`src/rtl/serv_state_w_pkg.sv`:
```
// Shared definitions for the W-bit serial sequencing controller:
// state encoding and counter limit helper.
package serv_state_w_pkg;

  typedef enum logic [1:0] {
    IDLE = 2'd0,
    INIT = 2'd1,
    RUN  = 2'd2,
    TRAP = 2'd3
  } state_e;

  // Bit index of the last beat in a 32-bit phase when stepping W bits per beat.
  function automatic logic [4:0] cnt_last(input int w);
    return 5'(32 - w);
  endfunction

endpackage

```
`src/rtl/serv_state_w_cnt.sv`:
```
// W-stepped operand position counter; o_cnt_done flags the final beat of a phase.
module serv_state_w_cnt
  import serv_state_w_pkg::*;
#(
  parameter int W = 1
) (
  input  logic       clk,
  input  logic       i_rst,
  input  logic       i_cnt_en,
  output logic [4:0] o_cnt,
  output logic       o_cnt_done,
  output logic       o_cnt0to3,
  output logic       o_cnt12to31
);

  localparam logic [4:0] STEP     = 5'(W);
  localparam logic [4:0] CNT_LAST = cnt_last(W);

  logic [4:0] cnt_r;
  logic       cnt_done_r;
  logic [4:0] cnt_inc_s;

  assign cnt_inc_s = cnt_r + STEP;

  // Advance by W per beat; done is precomputed so it lines up with the last beat.
  always_ff @(posedge clk) begin
    if (i_rst) begin
      cnt_r      <= 5'd0;
      cnt_done_r <= 1'b0;
    end else begin
      if (i_cnt_en) begin
        cnt_r <= cnt_inc_s;
      end else begin
        cnt_r <= cnt_r;
      end
      cnt_done_r <= i_cnt_en & (cnt_inc_s == CNT_LAST);
    end
  end

  assign o_cnt       = cnt_r;
  assign o_cnt_done  = cnt_done_r;
  assign o_cnt0to3   = i_cnt_en & (cnt_r < 5'd4);
  assign o_cnt12to31 = i_cnt_en & (cnt_r >= 5'd12);

endmodule

```
`src/rtl/serv_state_w.sv`:
```
// Sequencing controller for the W-bit serial core: IDLE/INIT/RUN/TRAP FSM,
// interrupt pending, jump latch, dbus request and optional MDU handshake.
module serv_state_w
  import serv_state_w_pkg::*;
#(
  parameter int W   = 1,
  parameter bit MDU = 1'b0
) (
  input  logic       clk,
  input  logic       i_rst,
  input  logic       i_new_irq,
  input  logic       i_rf_ready,
  input  logic       i_two_stage_op,
  input  logic       i_shift_op,
  input  logic       i_mem_op,
  input  logic       i_e_op,
  input  logic       i_mdu_op,
  input  logic       i_take_branch,
  input  logic       i_ctrl_misalign,
  input  logic       i_mem_misalign,
  input  logic       i_sh_done,
  input  logic       i_dbus_ack,
  input  logic       i_mdu_ready,
  output logic       o_init,
  output logic       o_cnt_en,
  output logic [4:0] o_cnt,
  output logic       o_cnt_done,
  output logic       o_cnt0to3,
  output logic       o_cnt12to31,
  output logic       o_ctrl_pc_en,
  output logic       o_ctrl_jump,
  output logic       o_ctrl_trap,
  output logic       o_rf_rs_en,
  output logic       o_bufreg_hold,
  output logic       o_dbus_cyc,
  output logic       o_mdu_valid
);

  localparam logic MDU_EN = MDU;

  state_e state_r;
  state_e state_nxt_s;
  logic   stage_one_done_r;
  logic   pending_irq_r;
  logic   ctrl_jump_r;
  logic   bufreg_hold_r;
  logic   bufreg_hold_nxt_s;
  logic   complete_s;
  logic   init_trap_s;
  logic   init_hold_s;

  serv_state_w_cnt #(.W(W)) u_cnt (
    .clk         (clk),
    .i_rst       (i_rst),
    .i_cnt_en    (o_cnt_en),
    .o_cnt       (o_cnt),
    .o_cnt_done  (o_cnt_done),
    .o_cnt0to3   (o_cnt0to3),
    .o_cnt12to31 (o_cnt12to31)
  );

  // Second-stage completion events that release IDLE into RUN.
  assign complete_s  = (i_shift_op & i_sh_done) | (i_mem_op & i_dbus_ack) |
                       (MDU_EN & i_mdu_op & i_mdu_ready);
  assign init_trap_s = (i_mem_op & i_mem_misalign) | (i_take_branch & i_ctrl_misalign);
  assign init_hold_s = i_mem_op | i_shift_op | (MDU_EN & i_mdu_op);

  // Next-state selection; phases only end on the last counter beat.
  always_comb begin
    state_nxt_s       = state_r;
    bufreg_hold_nxt_s = 1'b0;
    case (state_r)
      IDLE: begin
        if (i_rf_ready) begin
          if (i_e_op | pending_irq_r) begin
            state_nxt_s = TRAP;
          end else if (i_two_stage_op & ~stage_one_done_r) begin
            state_nxt_s = INIT;
          end else begin
            state_nxt_s = RUN;
          end
        end else if (stage_one_done_r & complete_s) begin
          state_nxt_s = RUN;
        end else begin
          state_nxt_s = IDLE;
        end
      end
      INIT: begin
        if (!o_cnt_done) begin
          state_nxt_s = INIT;
        end else if (init_trap_s) begin
          state_nxt_s = TRAP;
        end else if (init_hold_s) begin
          state_nxt_s       = IDLE;
          bufreg_hold_nxt_s = 1'b1;
        end else begin
          state_nxt_s = RUN;
        end
      end
      RUN, TRAP: begin
        if (o_cnt_done) begin
          state_nxt_s = IDLE;
        end else begin
          state_nxt_s = state_r;
        end
      end
      default: begin
        state_nxt_s = IDLE;
      end
    endcase
  end

  // State, stage tracking, interrupt pending and jump latch registers.
  always_ff @(posedge clk) begin
    if (i_rst) begin
      state_r          <= IDLE;
      stage_one_done_r <= 1'b0;
      pending_irq_r    <= 1'b0;
      ctrl_jump_r      <= 1'b0;
      bufreg_hold_r    <= 1'b0;
    end else begin
      state_r       <= state_nxt_s;
      bufreg_hold_r <= bufreg_hold_nxt_s;
      // A new request on the trap clear cycle must survive.
      pending_irq_r <= i_new_irq | (pending_irq_r & (state_r != TRAP));
      if (state_r == INIT) begin
        stage_one_done_r <= 1'b1;
      end else if (state_r == RUN) begin
        stage_one_done_r <= 1'b0;
      end else begin
        stage_one_done_r <= stage_one_done_r;
      end
      if (state_r == INIT) begin
        ctrl_jump_r <= i_take_branch;
      end else begin
        ctrl_jump_r <= ctrl_jump_r;
      end
    end
  end

  assign o_init        = (state_r == INIT);
  assign o_cnt_en      = (state_r != IDLE);
  assign o_ctrl_pc_en  = (state_r == RUN) | (state_r == TRAP);
  assign o_ctrl_trap   = (state_r == TRAP);
  assign o_ctrl_jump   = ctrl_jump_r & (state_r != IDLE);
  assign o_rf_rs_en    = i_two_stage_op ? o_init : o_ctrl_pc_en;
  assign o_bufreg_hold = bufreg_hold_r;
  assign o_dbus_cyc    = (state_r == IDLE) & stage_one_done_r & i_mem_op & ~i_mem_misalign;
  assign o_mdu_valid   = (state_r == IDLE) & stage_one_done_r & i_mdu_op & MDU_EN;

endmodule

```
`config.mk`:
```
export PLATFORM = sky130hd
export DESIGN_NAME = serv_state_w
export DESIGN_NICKNAME = d
export VERILOG_FILES = /design/src/rtl/serv_state_w_pkg.sv /design/src/rtl/serv_state_w_cnt.sv /design/src/rtl/serv_state_w.sv
export SDC_FILE = /design/constraint.sdc
export NUM_CORES = 1
export LEC_CHECK = 0
export ABC_AREA = 1
export BUFFER_PORTS_ARGS = -buffer_cell sky130_fd_sc_hd__buf_2
export CORE_MARGIN = 3
export CORE_UTILIZATION = 34
export CTS_CLUSTER_SIZE = 20
export DETAILED_ROUTE_END_ITERATION = 8
export GPL_TIMING_DRIVEN = 0
export PLACE_DENSITY = 0.57
export SETUP_SLACK_MARGIN = 0.5
export SYNTH_ARGS = -nofsm -noshare
export SYNTH_HDL_FRONTEND = slang
export SYNTH_SLANG_ARGS = --single-unit
```
`constraint.sdc`:
```
create_clock -name clk -period 1.7 [get_ports clk]
set_clock_uncertainty 0.15 [all_clocks]
set_input_delay 0.17 -clock clk [delete_from_list [all_inputs] [get_ports clk]]
set_output_delay 0.17 -clock clk [all_outputs]
set_load 0.05 [all_outputs]
```
---- Word-level counts from Yosys, hierarchy flattened ----
Index checks and enable logic that the tools add are counted.
W data, S select, Z words.
word-level totals
  word-level logic and storage cells ...... 58
  output and inout bits ................... 17
  register bits ........................... 12
  bits of input ports ..................... 15
operators by class
  add/subtract/negate cells ............... 1
  muxes and demuxes ....................... 13
  bitwise logic cells ..................... 24
  equal/unequal tests ..................... 6
  reductions and logical operators ........ 5
  order comparisons ....................... 2
operator list
  operator               count
  $mux W2                8
  $and A1 B1 Y1          14
  $or A1 B1 Y1           6
  $pmux W2 S3            1
  $add A5 B1 Y5 const B  1
  $eq A5 B5 Y1 const B   1
  $ge A5 B4 Y1 const B   1
  $lt A5 B3 Y1 const B   1
  $eq A2 B2 Y1 const B   2
  $mux W1                4
  $not A1 Y1             4
  $reduce_bool A2 Y1     2
  $reduce_or A4 Y1       1
  $eq A2 B1 Y1 const B   1
  $logic_not A2 Y1       1
  $ne A2 B1 Y1 const B   1
  $ne A2 B2 Y1 const B   1
  $reduce_or A2 Y1       1

---- Logic depth before layout (Yosys ltp) ----
Gate-level depths: netlist (run 1).
  depth in word-level cells ............... 6
  gate-level depth with buffers ........... 8
  gate-level depth less buffers ........... 8

---- Modules after synthesis ----
From an unflattened synthesis (run 1), not the netlist that was laid out.
unflattened totals
  cell total of the unflattened synthesis .. 121
  area, all modules ....................... 789.5 um^2
modules (own cells, without submodules)
  module            instances  area an instance (um^2)  sequential area each (um^2)  cells each
  serv_state_w      1          461.7                    120.1                        72
  serv_state_w_cnt  1          327.8                    120.1                        49

---- Least setup slack after synthesis (run 1) ----
Ideal clock, no wire load.
  kind .................................... flip-flop to output port
  start point ............................. reg state_r[0]
  end point ............................... out o_dbus_cyc
  slack ................................... -1.013 ns
  data arrival time ....................... 2.393 ns
  required time ........................... 1.380 ns
  stages on the path, launching flop included .. 6
  cell sequence ........................... dfxtp_1 inv_1 ha_1 buf_4 inv_2 nor4_1
on the way
  word-level cells in the longest chain between the ends .. 4
RTL lines
  element                      line                 source
  from (decl)                  serv_state_w.sv:41   state_e state_r;
  from (signal assigned)       serv_state_w.sv:122  state_r <= state_nxt_s;
  $logic_not A2 Y1             serv_state_w.sv:148  assign o_dbus_cyc = (state_r == IDLE) & stage_one_done_r & i_mem_op & ~i_mem_misalign;
  $and A1 B1 Y1                -
  $and A1 B1 Y1 (2 in series)  serv_state_w.sv:148
  to (decl)                    serv_state_w.sv:35   output logic o_dbus_cyc,
Every way passes these cells.

---- Final worst setup path (run 1) ----
  start point ............................. reg state_r[1]
  end point ............................... out o_rf_rs_en
on the way
  word-level cells in the longest chain between the ends .. 3
  elaborated cells on any way between the ends .. 5
RTL lines
  element       line                 source
  $eq A2 B2 Y1  serv_state_w.sv:143  assign o_ctrl_pc_en = (state_r == RUN) | (state_r == TRAP);
  $or A1 B1 Y1  serv_state_w.sv:143
  $mux W1 *     serv_state_w.sv:146  assign o_rf_rs_en = i_two_stage_op ? o_init : o_ctrl_pc_en;
  to (decl)     serv_state_w.sv:33   output logic o_rf_rs_en,
Every way passes the cells marked *; elsewhere a longest branch is shown, timed or not.

==> run summary, run 1 <==
status = finished clean
Final nets = 177
hold_ws = 0.02836 ns
Area growth syn-to-layout = 76.86%
final setup fails = 0
Rows = 16
Seq/Total Area, Yosys = 0.3107
DR vias/cell = 4.483
Worst-path clk slew = 0.09 ns
1st-iter DRT viols = 12
I/O pin cnt = 32
Max Transition Viols Final = 0
critical path class = register to primary output
commonest non-fill, non-tap cell in the layout = nand2_1
Post-DP HPWL = 1475 µm
synthesized area per cell = 6.966 µm²
total track usage = 0.1534
Max VDD drop = 1.154 mV
part of the cycle the worst path needs = 0.9960
GRT Residual Overflow = 0
WL final = 2091 µm
multi-input logic area = 575.6 µm²
initial antenna violation count = 0
Synth Register Bits = 12
Adder-Cell Fraction of Synth Area = 0.1294
PwrDens = 1907 nW/µm²
Pre-antenna DRT Iters = 4
vias in the first global route = 739
core footprint = 2062 µm²
clock sink count = 12
die area = 2883 µm²
final instance area = 1368 µm²
CTS tree = done
Post-Syn Area = 773.2 µm²
static leakage = 0.6325 nW
first-pass GRT wire length = 3167 µm
layout cells sized above 1 = 0.4837
mux cell area share after synthesis = 0
DRT antenna net count = 0
Starting Density = 0.3750
xor and xnor area share after synthesis = 0.03398
FF/Latch Area = 267.8 µm²
clk root buf = clkbuf_4
post-synthesis simple-gate area fraction = 0.2767
Period minus WS final = 1.693 ns
Fmax = 0.5906 GHz
DR vias = 807
complex-gate fraction of the synthesized area = 0.1133
Post-Synthesis Cells = 111
critical path required time = 1.38 ns
critical path fanouts, max = 4
largest family of logic cells by synthesized area = simple AND/OR/NAND/NOR gates
Syn Nets = 134
drt drc = 0
endpoint type of the worst setup path = primary output
H-tree levels = 1
Fillers = 174
number of max-cap violations = 0
Die H = 53.69 µm
Worst setup SP type = register
Distinct cells, synth = 19
CP arrival = 1.37 ns
Total Power = 2.608 mW
Placed Cells = 166
TritonCTS Buffers = 3
clk_lat worst skew = 0.28 ns
most frequent cells in the layout = 19 x nand2_1, 15 x inv_1, 14 x buf_2
GPL Wtd Cong = 0.7668
largest net degree at the start of global routing = 9
Placement Cell Area = 1084 µm²
RSZ-0062 raised after global routing = yes
I/O Buffers = 28
worst hold-check path type = input pin to register
Antenna Cells = 0
post-route insts no fill = 180
Yosys warning total = 0
deepest clock path buffer count = 2
Hold Violations, Final = 0
die width = 53.69 µm
WL/cell = 11.62 µm
-- metrics by stage --
step | setup TNS (ns) | worst slack [ns] | utilization
final | 0 | 0.006882 | 0.6632
after CTS | 0 | 0.005729 | 0.6371
after floorplan | -0.01223 | -0.01223 | -
after detailed placement | 0 | 0.09624 | 0.5255
after global placement | 0 | 0.1065 | 0.5255
after global routing | -0.08795 | -0.04340 | 0.6632
-- registers in the layout, summed over array words and instances (netlist names) --
name / count
u_cnt.o_cnt_done: 1
stage_one_done_r: 1
pending_irq_r: 1
ctrl_jump_r: 1
o_bufreg_hold: 1
state_r: 2
u_cnt.o_cnt: 5
-- final cells by class --
type                    count  area share
multi-input cells          76      0.4209
plain buffers               3     0.02836
inverters                  20     0.06953
repair buffers             38      0.2415
well taps                  27     0.02470
clock buffers               4     0.01921
flip-flops and latches     12      0.1958
-- synthesized netlist by cell type --
cell / number / area (µm²)
nand3_4: 1 / 17.52
nor3_1: 1 / 5.000
nor2_1: 11 / 41.29
nand3_1: 8 / 40.04
nand2_1: 21 / 78.83
o21bai_1: 1 / 7.510
buf_4: 2 / 15.01
or2_2: 1 / 6.260
xor2_1: 3 / 26.28
nand4_1: 2 / 12.51
a21oi_1: 7 / 35.03
inv_1: 19 / 71.32
dfxtp_1: 12 / 240.2
buf_6: 1 / 11.26
inv_2: 1 / 3.750
nor4_1: 2 / 12.51
o21ai_0: 9 / 45.04
ha_1: 8 / 100.1
conb_1: 1 / 3.750
-- worst max-delay path, stage by stage (launching register included) --
cell	delay, ns
dfxtp_4	0.37
ha_2	0.19
or2_4	0.26
nand2_4	0.06
o21ai_4	0.05
buf_6	0.15
-- kinds of logic (layout without fill, tap and decap cells) --
group / Yosys count / count (layout)
buf+inv: 23 / 65
fa+ha+maj: 8 / 8
compound gates: 17 / 17
flops: 12 / 12
other cells: 1 / 1
xor+xnor: 3 / 3
simple gates: 47 / 47
-- routing by layer --
layer	part of all wire	wire, µm	track usage	vias to the layer above
li1	-	-	-	434
met1	0.46	952	0.1967	350
met2	0.49	1017	0.2480	21
met3	0.052	108	0.02770	2
met4	0.0057	12	0.06809	0
met5	0	0	0	-
-- final timing paths --
kind	start	slack, ns	cells after the start	to
hold / removal	i_rst	0.03	4	u_cnt.o_cnt[3]
setup / recovery	state_r[1]	0.007	5	o_rf_rs_en
setup reg to reg	state_r[1]	0.30	9	state_r[1]
hold reg to reg	pending_irq_r	0.34	2	pending_irq_r
-- power breakdown --
group | total, mW | switching, mW | internal [mW]
combinational | 1.90 | 1.09 | 0.809
clock | 0.196 | 0.105 | 0.0908
sequential | 0.511 | 0.119 | 0.392
total | 2.61 | 1.32 | 1.29
-- timing repair --
action                                  4_1_cts  5_1_grt
setup buffers                                 5        2
gates resized for setup                      46        8
endpoints found under the setup margin       24       22
hold buffers                                  2        1
hold endpoints to repair                      1        1
pin swaps                                    11        1
No activity file was read; power rests on OpenSTA's default activity.
==> inputs of run 2 (changes only) <==
Settings changed: ABC_AREA 1 to default, CORE_MARGIN 3 to 2, PLACE_DENSITY 0.57 to 0.58.
==> run 2 against run 1 <==
The flow now finishes with violations (negative setup slack). Power decreased by 6.4%. Synthesized area down 4.9%. Clock power rose by 18%. Largest power group unchanged. Highest routed layer unchanged.
==> run summary, run 2 <==
Final nets = 164 (was 177)
RSZ-0062 raised after global routing = yes (unchanged)
deepest clock path buffer count = 2 (unchanged)
Starting Density = 0.3675 (was 0.3750)
slowest CP cell = dfxtp_4 (unchanged)
Post-Syn Area = 735.7 µm² (was 773.2 µm²)
Post-DP HPWL = 1256 µm (was 1475 µm)
core footprint = 2002 µm² (was 2062 µm²)
clk_lat worst skew = 0.28 ns (about the same)
I/O Buffers = 28 (unchanged)
total track usage = 0.1852 (was 0.1534)
Max VDD drop = 1.480 mV (was 1.154 mV)
1st-iter DRT viols = 11 (was 12)
drt drc = 0 (unchanged)
Rows = 16 (unchanged)
count leader, synth = nor2_1 (was nand2_1)
largest net degree at the start of global routing = 11 (was 9)
number of max-cap violations = 0 (unchanged)
Hold Violations, Final = 0 (unchanged)
static leakage = 0.6162 nW (was 0.6325 nW)
critical path required time = 1.38 ns (about the same)
Area growth syn-to-layout = 107.5% (was 76.86%)
Placed Cells = 143 (was 166)
area leader, netlist = dfxtp_1 (unchanged)
DRT antenna net count = 0 (unchanged)
DR vias = 798 (was 807)
clock sink count = 12 (unchanged)
WL final = 2196 µm (was 2091 µm)
CTS tree = done (unchanged)
Worst-path clk slew = 0.09 ns (about the same)
initial antenna violation count = 0 (unchanged)
Synth Register Bits = 12 (unchanged)
I/O pin cnt = 32 (unchanged)
final setup fails = 2 (was 0)
worst hold-check path type = input pin to register (unchanged)
first-pass GRT wire length = 3519 µm (was 3167 µm)
Synth top area share = 0.3265 (was 0.3107)
Fmax = 0.5781 GHz (was 0.5906 GHz)
CP arrival = 1.41 ns (was 1.37 ns)
layout cells sized above 1 = 0.6500 (was 0.4837)
TritonCTS Buffers = 3 (unchanged)
Syn Nets = 111 (was 134)
Seq/Total Area, Yosys = 0.3265 (was 0.3107)
H-tree levels = 1 (unchanged)
post-route insts no fill = 167 (was 180)
WL/cell = 13.15 µm (was 11.62 µm)
Pre-antenna DRT Iters = 4 (unchanged)
Die H = 50.52 µm (was 53.69 µm)
part of the cycle the worst path needs = 1.018 (was 0.9960)
Post-Synthesis Cells = 88 (was 111)
endpoint type of the worst setup path = primary output (unchanged)
number of synthesized flops with an enable pin = 0 (unchanged)
vias in the first global route = 781 (was 739)
synthesized area per cell = 8.360 µm² (was 6.966 µm²)
most frequent cells in the layout = 13 x buf_6, 13 x buf_2, 12 x buf_4 (was 19 x nand2_1, 15 x inv_1, 14 x buf_2)
Total Power = 2.441 mW (was 2.608 mW)
synth cell count leaders = 14 x nor2_1, 12 x dfxtp_1, 8 x ha_1, 8 x inv_1 (was 21 x nand2_1, 19 x inv_1, 12 x dfxtp_1, 11 x nor2_1, 9 x o21ai_0)
Max Transition Viols Final = 0 (unchanged)
hold_ws = 0.006936 ns (was 0.02836 ns)
critical path fanouts, max = 3 (was 4)
Antenna Cells = 0 (unchanged)
DR vias/cell = 4.778 (was 4.483)
PwrDens = 1599 nW/µm² (was 1907 nW/µm²)
slack of the critical path = -0.02975 ns (was 0.006882 ns)
clk root buf = clkbuf_4 (unchanged)
die area = 2552 µm² (was 2883 µm²)
GRT Residual Overflow = 0 (unchanged)
die width = 50.52 µm (was 53.69 µm)
Synth Flop Type = dfxtp_1 (unchanged)
Yosys warning total = 0 (unchanged)
critical path class = register to primary output (unchanged)
max FFs per register = 5 (unchanged)
Distinct cells, synth = 31 (was 19)
GPL Wtd Cong = 0.7647 (was 0.7668)
status = finished, violations left (was finished clean)
failing checks = negative setup slack
Crit path largest cell delay = 0.39 ns (was 0.37 ns)
CP Cell Sequence = inv_4 -> ha_4 -> or2_4 -> nor2_4 -> a21oi_4 -> buf_6 (was ha_2 -> or2_4 -> nand2_4 -> o21ai_4 -> buf_6)
Period minus WS final = 1.730 ns (was 1.693 ns)
asr flop ratio synth = 0 (unchanged)
top post-synthesis cells by area = dfxtp_1 33%, ha_1 14%, nor2_1 7.1% (was dfxtp_1 31%, ha_1 13%, nand2_1 10%)
Worst setup SP type = register (unchanged)
==> run 2: cell types whose count changed in the layout (fill, tap and decap cells not counted), sizes merged, moves of 2 or more <==
cell / before / now
nand2: 21 / 6
buf: 38 / 50
inv: 20 / 8
nand3: 9 / 2
o21ai: 9 / 2
nor2b: 0 / 5
a21oi: 7 / 3
mux2i: 0 / 3
nor2: 11 / 14
a311oi: 0 / 2
nand3b: 0 / 2
nand4: 2 / 0
xnor2: 0 / 2
==> run 2: cell type report <==
class | count | area, µm²
plain buffers | 4 | 42.54
repair buffers | 48 | 457.9
well taps | 27 | 33.78
flip-flops and latches | 12 | 267.8
clock buffers | 4 | 36.28
inverters | 8 | 37.54
multi-input cells | 64 | 650.6
fillers | 135 | 475.5
==> run 2: power by group <==
part	switching, mW	internal [mW]
Clock	0.101	0.130
Sequential	0.101	0.347
Combinational	0.866	0.895
Total	1.07	1.37
==> run 2: final timing paths <==
| check | startpoint | end | slack [ns] | cells after the start |
|---|---|---|---|---|
| worst max-delay path | state_r[0] | o_rf_rs_en | -0.03 | 6 |
| worst min-delay path | i_take_branch | ctrl_jump_r | 0.007 | 3 |
| worst max register to register | state_r[0] | state_r[1] | 0.04 | 8 |
| worst min register to register | pending_irq_r | pending_irq_r | 0.36 | 2 |
==> run 2: what timing repair did <==
| item | 4_1_cts | 5_1_grt |
|---|---|---|
| setup endpoints to repair | 24 | 24 |
| resized for setup | 59 | 12 |
| hold buffers | 2 | 0 |
| endpoints found under the hold margin | 3 | 0 |
| gates cloned | 0 | 0 |
| buffers inserted | 10 | 8 |
| pin swaps | 13 | 7 |
==> run 2: cells by family after synthesis <==
family / count (synthesis) / synth area share
and+or+nand+nor: 34 / 0.2228
buffers and inverters: 12 / 0.07822
AOI/OAI and AO/OA: 13 / 0.1310
muxes: 3 / 0.04082
adders and majority gates: 8 / 0.1361
DFF: 12 / 0.3265
other: 1 / 0.005097
xor gates and xnor gates: 5 / 0.05953
==> run 2: routing by layer <==
metal  part of all wire  global-route usage
met1               0.45              0.2325
met2               0.49              0.3092
met3              0.053             0.05952
met4              0.011             0.04054
met5                  0                   0
==> run 2: stage by stage <==
step | utilization | setup WS, ns | instance area [µm²] | setup TNS, ns
2_1_floorplan | - | 0.1364 | 883.3 | 0
3_3_place_gp | 0.5281 | 0.1663 | 1057 | 0
3_5_place_dp | 0.5281 | 0.1527 | 1057 | 0
4_1_cts | 0.7006 | -0.06699 | 1403 | -0.1231
5_1_grt | 0.7625 | -0.06897 | 1526 | -0.1613
6_report | 0.7625 | -0.02975 | 1526 | -0.03893
==> run 2: critical path: cells and delay by family (launching register included) <==
family / cells / cell delay (ns)
DFF: 1 / 0.39
and+or+nand+nor: 2 / 0.36
buffers and inverters: 2 / 0.20
adders and majority gates: 1 / 0.14
AOI/OAI and AO/OA: 1 / 0.04
==> inputs of run 3 (changes only) <==
Settings changed: PLACE_DENSITY 0.58 to default.
==> run 3 against run 2 <==
The flow still finishes with violations (negative setup slack). Flip-flop and latch count did not move. Critical path depth is the same. Clock power fell by 22%. Routed wire length is 1.9% lower. Worst hold slack gained 0.013 ns. Power is 5.8% lower. Via count shrank 2.4%. Sequential share of layout area is 0.24 points higher. Sequential power fell by 1%. Largest cell class unchanged.
==> run summary, run 3 (same netlist as run 2, synthesis figures left out) <==
status = finished, violations left (unchanged)
failing checks = negative setup slack (unchanged)
layout cells sized above 1 = 0.6571 (was 0.6500)
I/O Buffers = 28 (unchanged)
hold_ws = 0.02026 ns (was 0.006936 ns)
routing usage on met2 = 0.3136 (was 0.3092)
drt drc = 0 (unchanged)
Antenna Cells = 0 (unchanged)
Die H = 50.52 µm (unchanged)
Pre-antenna DRT Iters = 4 (unchanged)
clk_lat worst skew = 0.27 ns (was 0.28 ns)
TritonCTS Buffers = 3 (unchanged)
Max VDD drop = 1.019 mV (was 1.480 mV)
WHS Path Cells = 3 (unchanged)
slack of the critical path = -0.02017 ns (was -0.02975 ns)
critical path class = register to primary output (unchanged)
DR vias/cell = 4.665 (was 4.778)
met3 usage = 0.05357 (was 0.05952)
Post-DP HPWL = 1307 µm (was 1256 µm)
WL final = 2155 µm (was 2196 µm)
Hold Violations, Final = 0 (unchanged)
worst hold-check path type = input pin to register (unchanged)
worst reg-to-reg path cell count = 8 (unchanged)
Total Power = 2.301 mW (was 2.441 mW)
die width = 50.52 µm (unchanged)
die area = 2552 µm² (unchanged)
endpoint type of the worst setup path = primary output (unchanged)
CTS tree = done (unchanged)
1st-iter DRT viols = 6 (was 11)
critical path required time = 1.38 ns (about the same)
vias in the first global route = 794 (was 781)
DR vias = 779 (was 798)
clock sink count = 12 (unchanged)
max FFs per register = 5 (unchanged)
number of max-cap violations = 0 (unchanged)
H-tree levels = 1 (unchanged)
Placement Cell Area = 1057 µm² (unchanged)
PwrDens = 1513 nW/µm² (was 1599 nW/µm²)
part of the cycle the worst path needs = 1.012 (was 1.018)
largest net degree at the start of global routing = 11 (unchanged)
Area growth syn-to-layout = 106.6% (was 107.5%)
first-pass GRT wire length = 3615 µm (was 3519 µm)
clk root buf = clkbuf_4 (unchanged)
Fmax = 0.5813 GHz (was 0.5781 GHz)
GRT Residual Overflow = 0 (unchanged)
DRT antenna net count = 0 (unchanged)
Starting Density = 0.3675 (unchanged)
total track usage = 0.1859 (was 0.1852)
WL/cell = 12.90 µm (was 13.15 µm)
CP arrival = 1.40 ns (was 1.41 ns)
RSZ-0062 raised after global routing = yes (unchanged)
met1 usage = 0.2399 (was 0.2325)
Period minus WS final = 1.720 ns (was 1.730 ns)
most frequent cells in the layout = 18 x buf_6, 12 x nor2_1, 12 x buf_2 (was 13 x buf_6, 13 x buf_2, 12 x buf_4)
deepest clock path buffer count = 2 (unchanged)
Max Transition Viols Final = 0 (unchanged)
Rows = 16 (unchanged)
I/O pin cnt = 32 (unchanged)
Final nets = 164 (unchanged)
busiest grt layer = met2 (unchanged)
GPL Wtd Cong = 0.7446 (was 0.7647)
Worst-path clk slew = 0.08 ns (was 0.09 ns)
static leakage = 0.6244 nW (was 0.6162 nW)
Worst setup SP type = register (unchanged)
core footprint = 2002 µm² (unchanged)
final setup fails = 1 (was 2)
critical path fanouts, max = 3 (unchanged)
final instance area = 1520 µm² (was 1526 µm²)
Setup TNS Final = -0.02017 ns (was -0.03893 ns)
commonest non-fill, non-tap cell in the layout = buf_6
initial antenna violation count = 0 (unchanged)
[run 3: power by group]
group / total [mW] / switching, mW / internal (mW)
combinational: 1.68 / 0.848 / 0.831
clock: 0.180 / 0.0946 / 0.0850
sequential: 0.442 / 0.0970 / 0.345
[run 3: final cells by class]
class                   instances  area (µm²)
plain buffers                   4       42.54
clock buffers                   3       22.52
clock inverters                 1       3.754
fillers                       137       481.7
inverters                       8       37.54
multi-input cells              64       650.6
flip-flops and latches         12       270.3
well taps                      27       33.78
repair buffers                 48       459.2
[run 3: what timing repair did]
| item | 4_1_cts | 5_1_grt |
|---|---|---|
| setup endpoints to repair | 23 | 27 |
| buffers inserted | 7 | 11 |
| gates resized for setup | 56 | 21 |
| pin swaps | 10 | 6 |
| endpoints found under the hold margin | 3 | 0 |
| hold buffers | 2 | 0 |
[run 3: final timing paths]
| kind | slack, ns | to | start |
|---|---|---|---|
| worst max-delay path | -0.02 | o_rf_rs_en | state_r[0] |
| worst min-delay path | 0.02 | ctrl_jump_r | i_take_branch |
| worst max register to register | 0.09 | state_r[1] | state_r[0] |
| worst min register to register | 0.37 | o_bufreg_hold | u_cnt.o_cnt_done |
[run 3: stage by stage]
stage,cells,worst slack [ns],utilization
2_1_floorplan,88,0.1364,-
3_3_place_gp,143,0.1681,0.5281
3_5_place_dp,143,0.1380,0.5281
4_1_cts,156,-0.04935,0.6806
5_1_grt,167,-0.07586,0.7594
6_report,167,-0.02017,0.7594
[run 3: worst max-delay path, cell delays in order (launching register included)]
cell     delay [ns]
dfxtp_4        0.38
inv_4          0.05
ha_4           0.14
or2_4          0.25
nor2_4         0.11
a21oi_4        0.04
buf_6          0.15
[run 3: metal layers]
metal | share of wire | wire length [µm]
met2 | 0.51 | 1101
met3 | 0.042 | 91
met5 | 0 | 0
met1 | 0.45 | 961
met4 | 0 | 0
